**src/rtl/hazard_stall_unit.sv**
```systemverilog
// hazard_stall_unit: detects load-use and multiply/divide hazards that bypassing
// cannot resolve, freezes IF/ID and bubbles ID/EX, tracks the in-flight MD op
// and keeps a saturating stall-cycle counter.
module hazard_stall_unit #(
  parameter int unsigned MD_LAT = 4
) (
  input  logic        clk,
  input  logic        rst,
  input  logic        ID_valid,
  input  logic        ID_flush,
  input  logic [4:0]  ID_Rs,
  input  logic [4:0]  ID_Rt,
  input  logic        ID_use_rs,
  input  logic        ID_use_rt,
  input  logic        ID_is_md,
  input  logic [4:0]  ID_WR,
  input  logic        EX_MemRead,
  input  logic [4:0]  EX_WR_out,
  output logic        stall,
  output logic        PC_Write,
  output logic        IF_ID_Write,
  output logic        ID_EX_Bubble,
  output logic        md_busy,
  output logic        md_done,
  output logic [4:0]  md_WR_out,
  output logic [15:0] stall_cnt
);

  localparam int unsigned CNT_W  = 4;
  localparam int unsigned REG_W  = 5;
  localparam int unsigned SCNT_W = 16;

  logic [CNT_W-1:0]  r_md_cnt;
  logic [REG_W-1:0]  r_md_dest;
  logic [SCNT_W-1:0] r_stall_cnt;

  logic w_rd_rs;
  logic w_rd_rt;
  logic w_load_use;
  logic w_md_data;
  logic w_md_struct;
  logic w_stall;
  logic w_issue;

  // Hazard detection; a flushed instruction or an asserted reset never stalls.
  always_comb begin
    w_rd_rs     = ID_valid & ID_use_rs;
    w_rd_rt     = ID_valid & ID_use_rt;
    w_load_use  = EX_MemRead & (EX_WR_out != '0) &
                  ((w_rd_rs & (EX_WR_out == ID_Rs)) | (w_rd_rt & (EX_WR_out == ID_Rt)));
    w_md_data   = (r_md_cnt != '0) & (r_md_dest != '0) &
                  ((w_rd_rs & (r_md_dest == ID_Rs)) | (w_rd_rt & (r_md_dest == ID_Rt)));
    // md_cnt == 1 is the writeback cycle, so a new MD may issue then.
    w_md_struct = ID_valid & ID_is_md & (r_md_cnt > CNT_W'(1));
    w_stall     = rst & ~ID_flush & (w_load_use | w_md_data | w_md_struct);
    w_issue     = ID_valid & ID_is_md & ~ID_flush & ~w_stall;
  end

  // MD countdown/destination tracking; a new issue overrides the decrement.
  always_ff @(posedge clk or negedge rst) begin
    if (!rst) begin
      r_md_cnt  <= '0;
      r_md_dest <= '0;
    end else if (w_issue) begin
      r_md_cnt  <= CNT_W'(MD_LAT);
      r_md_dest <= ID_WR;
    end else if (r_md_cnt != '0) begin
      r_md_cnt  <= r_md_cnt - CNT_W'(1);
    end
  end

  // Saturating count of stalled cycles for performance debug.
  always_ff @(posedge clk or negedge rst) begin
    if (!rst) begin
      r_stall_cnt <= '0;
    end else if (w_stall && (r_stall_cnt != '1)) begin
      r_stall_cnt <= r_stall_cnt + SCNT_W'(1);
    end
  end

  // Pipeline control and status outputs.
  always_comb begin
    stall        = w_stall;
    PC_Write     = ~w_stall;
    IF_ID_Write  = ~w_stall;
    ID_EX_Bubble = w_stall;
    md_busy      = (r_md_cnt != '0);
    md_done      = (r_md_cnt == CNT_W'(1));
    md_WR_out    = r_md_dest;
    stall_cnt    = r_stall_cnt;
  end

endmodule

```
**config.mk**
```make
export PLATFORM = sky130hd
export DESIGN_NAME = hazard_stall_unit
export DESIGN_NICKNAME = d
export VERILOG_FILES = /design/src/rtl/hazard_stall_unit.sv
export SDC_FILE = /design/constraint.sdc
export NUM_CORES = 1
export LEC_CHECK = 0
export ABC_AREA = 1
export CAP_MARGIN = 20
export CORE_MARGIN = 2
export CORE_UTILIZATION = 48
export DETAILED_ROUTE_END_ITERATION = 8
export PLACE_DENSITY = 0.85
export SKIP_CTS_REPAIR_TIMING = 1
export SLEW_MARGIN = 20
export SYNTH_ARGS = -nofsm -noshare
export SYNTH_HDL_FRONTEND = slang
export SYNTH_SLANG_ARGS = --single-unit
```
**constraint.sdc**
```tcl
create_clock -name clk -period 2.9 [get_ports clk]
set_clock_uncertainty 0.2 [all_clocks]
set_input_delay 0.58 -clock clk [delete_from_list [all_inputs] [get_ports clk]]
set_output_delay 0.58 -clock clk [all_outputs]
set_load 0.01 [all_outputs]
```
# == Yosys cells after proc, flatten, opt, wreduce, memory -nomap -nowiden ==
# Cells that the tools add are included.
# word_totals
inputBits,28
register_bits,25
out_inout_bits,27
elab_cells,41
# op_classes
n_bitwise,22
n_eq_ne,6
add_sub_neg,2
n_lt_le_gt_ge,1
reduce_logical,5
mux,2
# op_table
op,count
$eq A5 B5 Y1,4
$add A16 B1 Y16 const B,1
$and A1 B1 Y1,16
$ne A16 B16 Y1 const B,1
$reduce_bool A5 Y1,2
$mux W4,2
$eq A4 B1 Y1 const B,1
$gt A4 B1 Y1 const B,1
$or A1 B1 Y1,4
$reduce_bool A4 Y1,1
$sub A4 B1 Y4 const B,1
$not A1 Y1,2
$reduce_bool A2 Y1,1
$logic_and A1 B1 Y1,1

# == Logic depth before layout (Yosys ltp) ==
# logic_depth
word_depth,10
mapped_depth,12
mapped_depth_nobuf,12

# == Least setup slack after synthesis ==
# OpenSTA, ideal clock, no wires.
# synth_path
path_type,reg-to-output
startpoint,register r_md_cnt[0]
endpoint,output port stall
path_stages_with_launch,12
slack_ps,452
t_arrival_ps,1668
t_required_ps,2120
path_buffers,2
path_cell_list,dfrtp_1 -> inv_1 -> ha_1 -> nand2_1 -> o21ai_0 -> inv_1 -> nand2_1 -> nand3_2 -> nand2_1 -> buf_4 -> inv_1 -> buf_4
# synth_via
elab_chain_cells,6
word_cells_on_any_way,8
classes_between,1 x order compare; 6 x bitwise; 1 x reduce/logical
# synth_lines
element,line,source
from (decl),33,logic [CNT_W-1:0] r_md_cnt;
from (signal assigned),65,r_md_cnt <= CNT_W'(MD_LAT);
from (signal assigned),68,r_md_cnt <= r_md_cnt - CNT_W'(1);
$reduce_bool A4 Y1,-,
via md_busy,23,"output logic md_busy,"
$and A1 B1 Y1 (2 in series),51,w_md_data = (r_md_cnt != '0) & (r_md_dest != '0) &
$or A1 B1 Y1 (2 in series),55,w_stall = rst & ~ID_flush & (w_load_use | w_md_data | w_md_struct);
$and A1 B1 Y1,55,
to (decl),19,"output logic stall,"
# The timed path passes the listed nets, and every way through them passes these cells.

# == Final worst setup path ==
# layout_path
startpoint,input port ID_Rt[4]
endpoint,output port IF_ID_Write
# layout_via
elab_chain_cells,8
word_cells_on_any_way,12
classes_between,2 x eq/ne; 10 x bitwise
# layout_lines
element,line,source
from (decl),12,"input logic [4:0] ID_Rt,"
$eq A5 B5 Y1 (on tied branches),"50, 52",
$and A1 B1 Y1 (on tied branches),"50, 52",
$or A1 B1 Y1 (on tied branches),"50, 52",
$and A1 B1 Y1 (on tied branches),"49, 51",
$or A1 B1 Y1 (*) (2 in series),55,
$and A1 B1 Y1 (*),55,
$not A1 Y1 (*),85,IF_ID_Write = ~w_stall;
to (decl),21,"output logic IF_ID_Write,"
# Mark *: on every way between the ends. The rest lies on a longest branch, timed or not.

==> run metrics <==
status finished clean; drt pass-1 iters 4; Num CTS Buffers 3; CTS Sinks 25; largest family of logic cells by synthesized area simple AND/OR/NAND/NOR gates; dpl hpwl 3.76 mm; DRC Markers 0; Clk network pwr share 0.182; Core ar. 3690 um^2; Peak Freq 0.358 GHz; WL final 4.93 mm; met1 Use GR 0.285; I/O pin count 55; endpoints failing hold 0; Seq pwr share 0.403; chip width 66.3 um; number of global-route vias before repair 1783; Hold WC Path Type reg -> reg; # setup viols final 0; post-synthesis register bit count 25; Site Rows 22; ranking of synthesized cells by area dfrtp_1, nand2_1, inv_1, nand4_1, nor2_1; Skew-Pair Late Insertion Delay 270 ps; Post-Syn Area per Cell 6.46 um^2; Worst path max stage delay 510 ps; Final min period 2800 ps; initial antenna violation count 0; Max Root-Sink Buffers 2; area grow syn2layout 37.6%; Final ANT Viol Nets 0; Post-Synth Simple-Gate Area 0.438; area leader, netlist dfrtp_1; Slew headroom 0.763; Slew @ Worst Pin 355 ps; number of max-cap violations 0; GR Util met3 0.0324; sequential-to-total area share from yosys stat 0.336; via count 2004; initial core utilization 0.504; port bufs 54; Clock transition at path regs 90 ps; mux contribution to synthesized area 0; CP Data Required Time 2120 ps; crit path launch type primary input; Synth Area in Compound Gates 0.0336; Post-Synth XOR/XNOR Area 0.0753; htree depth 1; Synth Warn # 0; Pwr Total 1.16 mW; Critical Path AT 2020 ps; RSZ-0062 raised after global routing false; Die ar. 4390 um^2; period utilisation layout 0.964; CP max-delay cell clkdlybuf4s50_1; Switch Pwr 0.431 mW; post-synthesis adder-cell area fraction 0.0202; Crit. End Element primary output; most used cell, CP nand2_1; DRT iter0 DRCs 83; library cells used by synthesis 21; grt ovf 0; vias per cell 5.09; CTS tree yes; Buf/Inv on CP 4; Logic pwr share 0.415; synthesized cell area 1860 um^2; # diodes 0; Avg WL per Cell 12.5 um; share of layout cells above drive strength 1 0.0607; NumNets Final 378; Syn Nets 319; met2 Track Usage GR 0.411; power per cell area 454 nW/um^2; Leak Pwr 1.45 nW; fin. max-slew vios 0; DIE HEIGHT 66.3 um; crit path cell chain clkdlybuf4s50_1 -> inv_1 -> nand2_1 -> nand2_1 -> nor2_1 -> nand3_1 -> nand2_1 -> nand2_1 -> nand3_2 -> nand2_1 -> buf_4 -> dlymetal6s2s_1; largest net degree at the start of global routing 26; VDD IR-drop max 0.000249 V; GPL Wtd Cong 0.928; delay-heaviest family, CP buffers and inverters; first-pass GRT wire length 7.94 mm; post-synth top area share 0.336; worst hold slack 340 ps; gr usage total 0.231; most used routing layer met2; Setup CP Type in -> out; Post-Syn Instances 288; switching share of power 0.370; crit path max fanout 3; Internal 0.732 mW; clock root buffer clkbuf_8
-- worst paths after layout --
check | slack (ps) | to | startpoint | cells past startpoint
max in group asynchronous | 1720 | stall_cnt[6]$_DFFE_PN0P_ | rst | 2
worst max register to register | 590 | stall_cnt[2]$_DFFE_PN0P_ | stall_cnt[0]$_DFFE_PN0P_ | 9
worst min-delay path | 340 | md_WR_out[3]$_DFFE_PN0P_ | md_WR_out[3]$_DFFE_PN0P_ | 2
min in group asynchronous | 530 | stall_cnt[13]$_DFFE_PN0P_ | rst | 2
worst max-delay path | 100 | IF_ID_Write | ID_Rt[4] | 12
worst min register to register | 340 | md_WR_out[3]$_DFFE_PN0P_ | md_WR_out[3]$_DFFE_PN0P_ | 2
-- final cells by class --
class,count,area [um^2]
inverter,35,131
timing repair buffer,61,638
sequential,25,626
clock buffer,3,41.3
tap,48,60.1
multi-input combinational,221,1060
fill,325,1130
clock inverter,1,5.00
-- flip-flops by register name, summed over array words and instances (netlist names) --
signal / flops
md_WR_out: 5
r_md_cnt: 4
stall_cnt: 16
-- synth_stat cells, drive strengths merged --
cell,instances
nand3,21
clkbuf,1
xor2,9
nor3,3
xnor2,7
buf,6
nand4,19
a211oi,1
or2,1
dfrtp,25
nand2,115
inv,35
ha,3
a21oi,5
o21ai,6
nor2,31
-- tightest hold or removal path, cell delays in order (launching register included) --
cell and delay, ps:
dfrtp_1 390, nand2_1 60, nand2_1 50
-- stage by stage --
| step | setup WS (ps) | cell area (um^2) | TNS, ps | utilization | cells |
|---|---|---|---|---|---|
| 5_1_grt | 12.6 | 2560 | 0 | 0.694 | 394 |
| 3_3_place_gp | -298 | 2470 | -1130 | 0.669 | 390 |
| 2_1_floorplan | 452 | 1860 | 0 | - | 288 |
| 3_5_place_dp | -284 | 2470 | -1110 | 0.669 | 390 |
| 4_1_cts | -296 | 2510 | -1150 | 0.681 | 394 |
| 6_report | 105 | 2560 | 0 | 0.694 | 394 |
-- cell usage in the layout (no fill, tap or decap) --
cell and n:
o21ai_0 4, xor2_1 9, ha_1 3, clkdlybuf4s50_1 36, nand4_1 19, a211oi_1 1, or2_2 1, dfrtp_1 25
nor3_2 1, o21ai_1 2, inv_1 32, nand2_1 115, xnor2_1 7, inv_2 3, dlymetal6s2s_1 18, clkinv_2 1
buf_4 7, a21oi_1 5, nor2_1 29, nor2_2 2, nor3_1 2, clkbuf_8 3, nand3_1 18, nand3_2 3
-- per-layer routing --
metal | routed length (um) | vias to the layer above
met5 | 0 | -
met4 | 78 | 0
met3 | 254 | 8
met2 | 2510 | 54
met1 | 2080 | 917
li1 | - | 1025
-- power groups by stage --
stage                     clock [mW]  sequential (mW)  combinational, mW
after CTS                      0.217            0.468              0.487
final                          0.212            0.469              0.483
after global routing           0.229            0.481              0.537
after detailed placement           0            0.474              0.484
after floorplan                    0            0.480              0.265
after global placement             0            0.474              0.469
-- kinds of logic after synthesis --
logic type | count (synthesis)
flip-flops | 25
XOR/XNOR | 16
AO/OA/AOI/OAI | 12
AND/OR/NAND/NOR | 190
adder cells (fa/ha/maj) | 3
buffers and inverters | 42
Power figures use the tool's default switching activity.
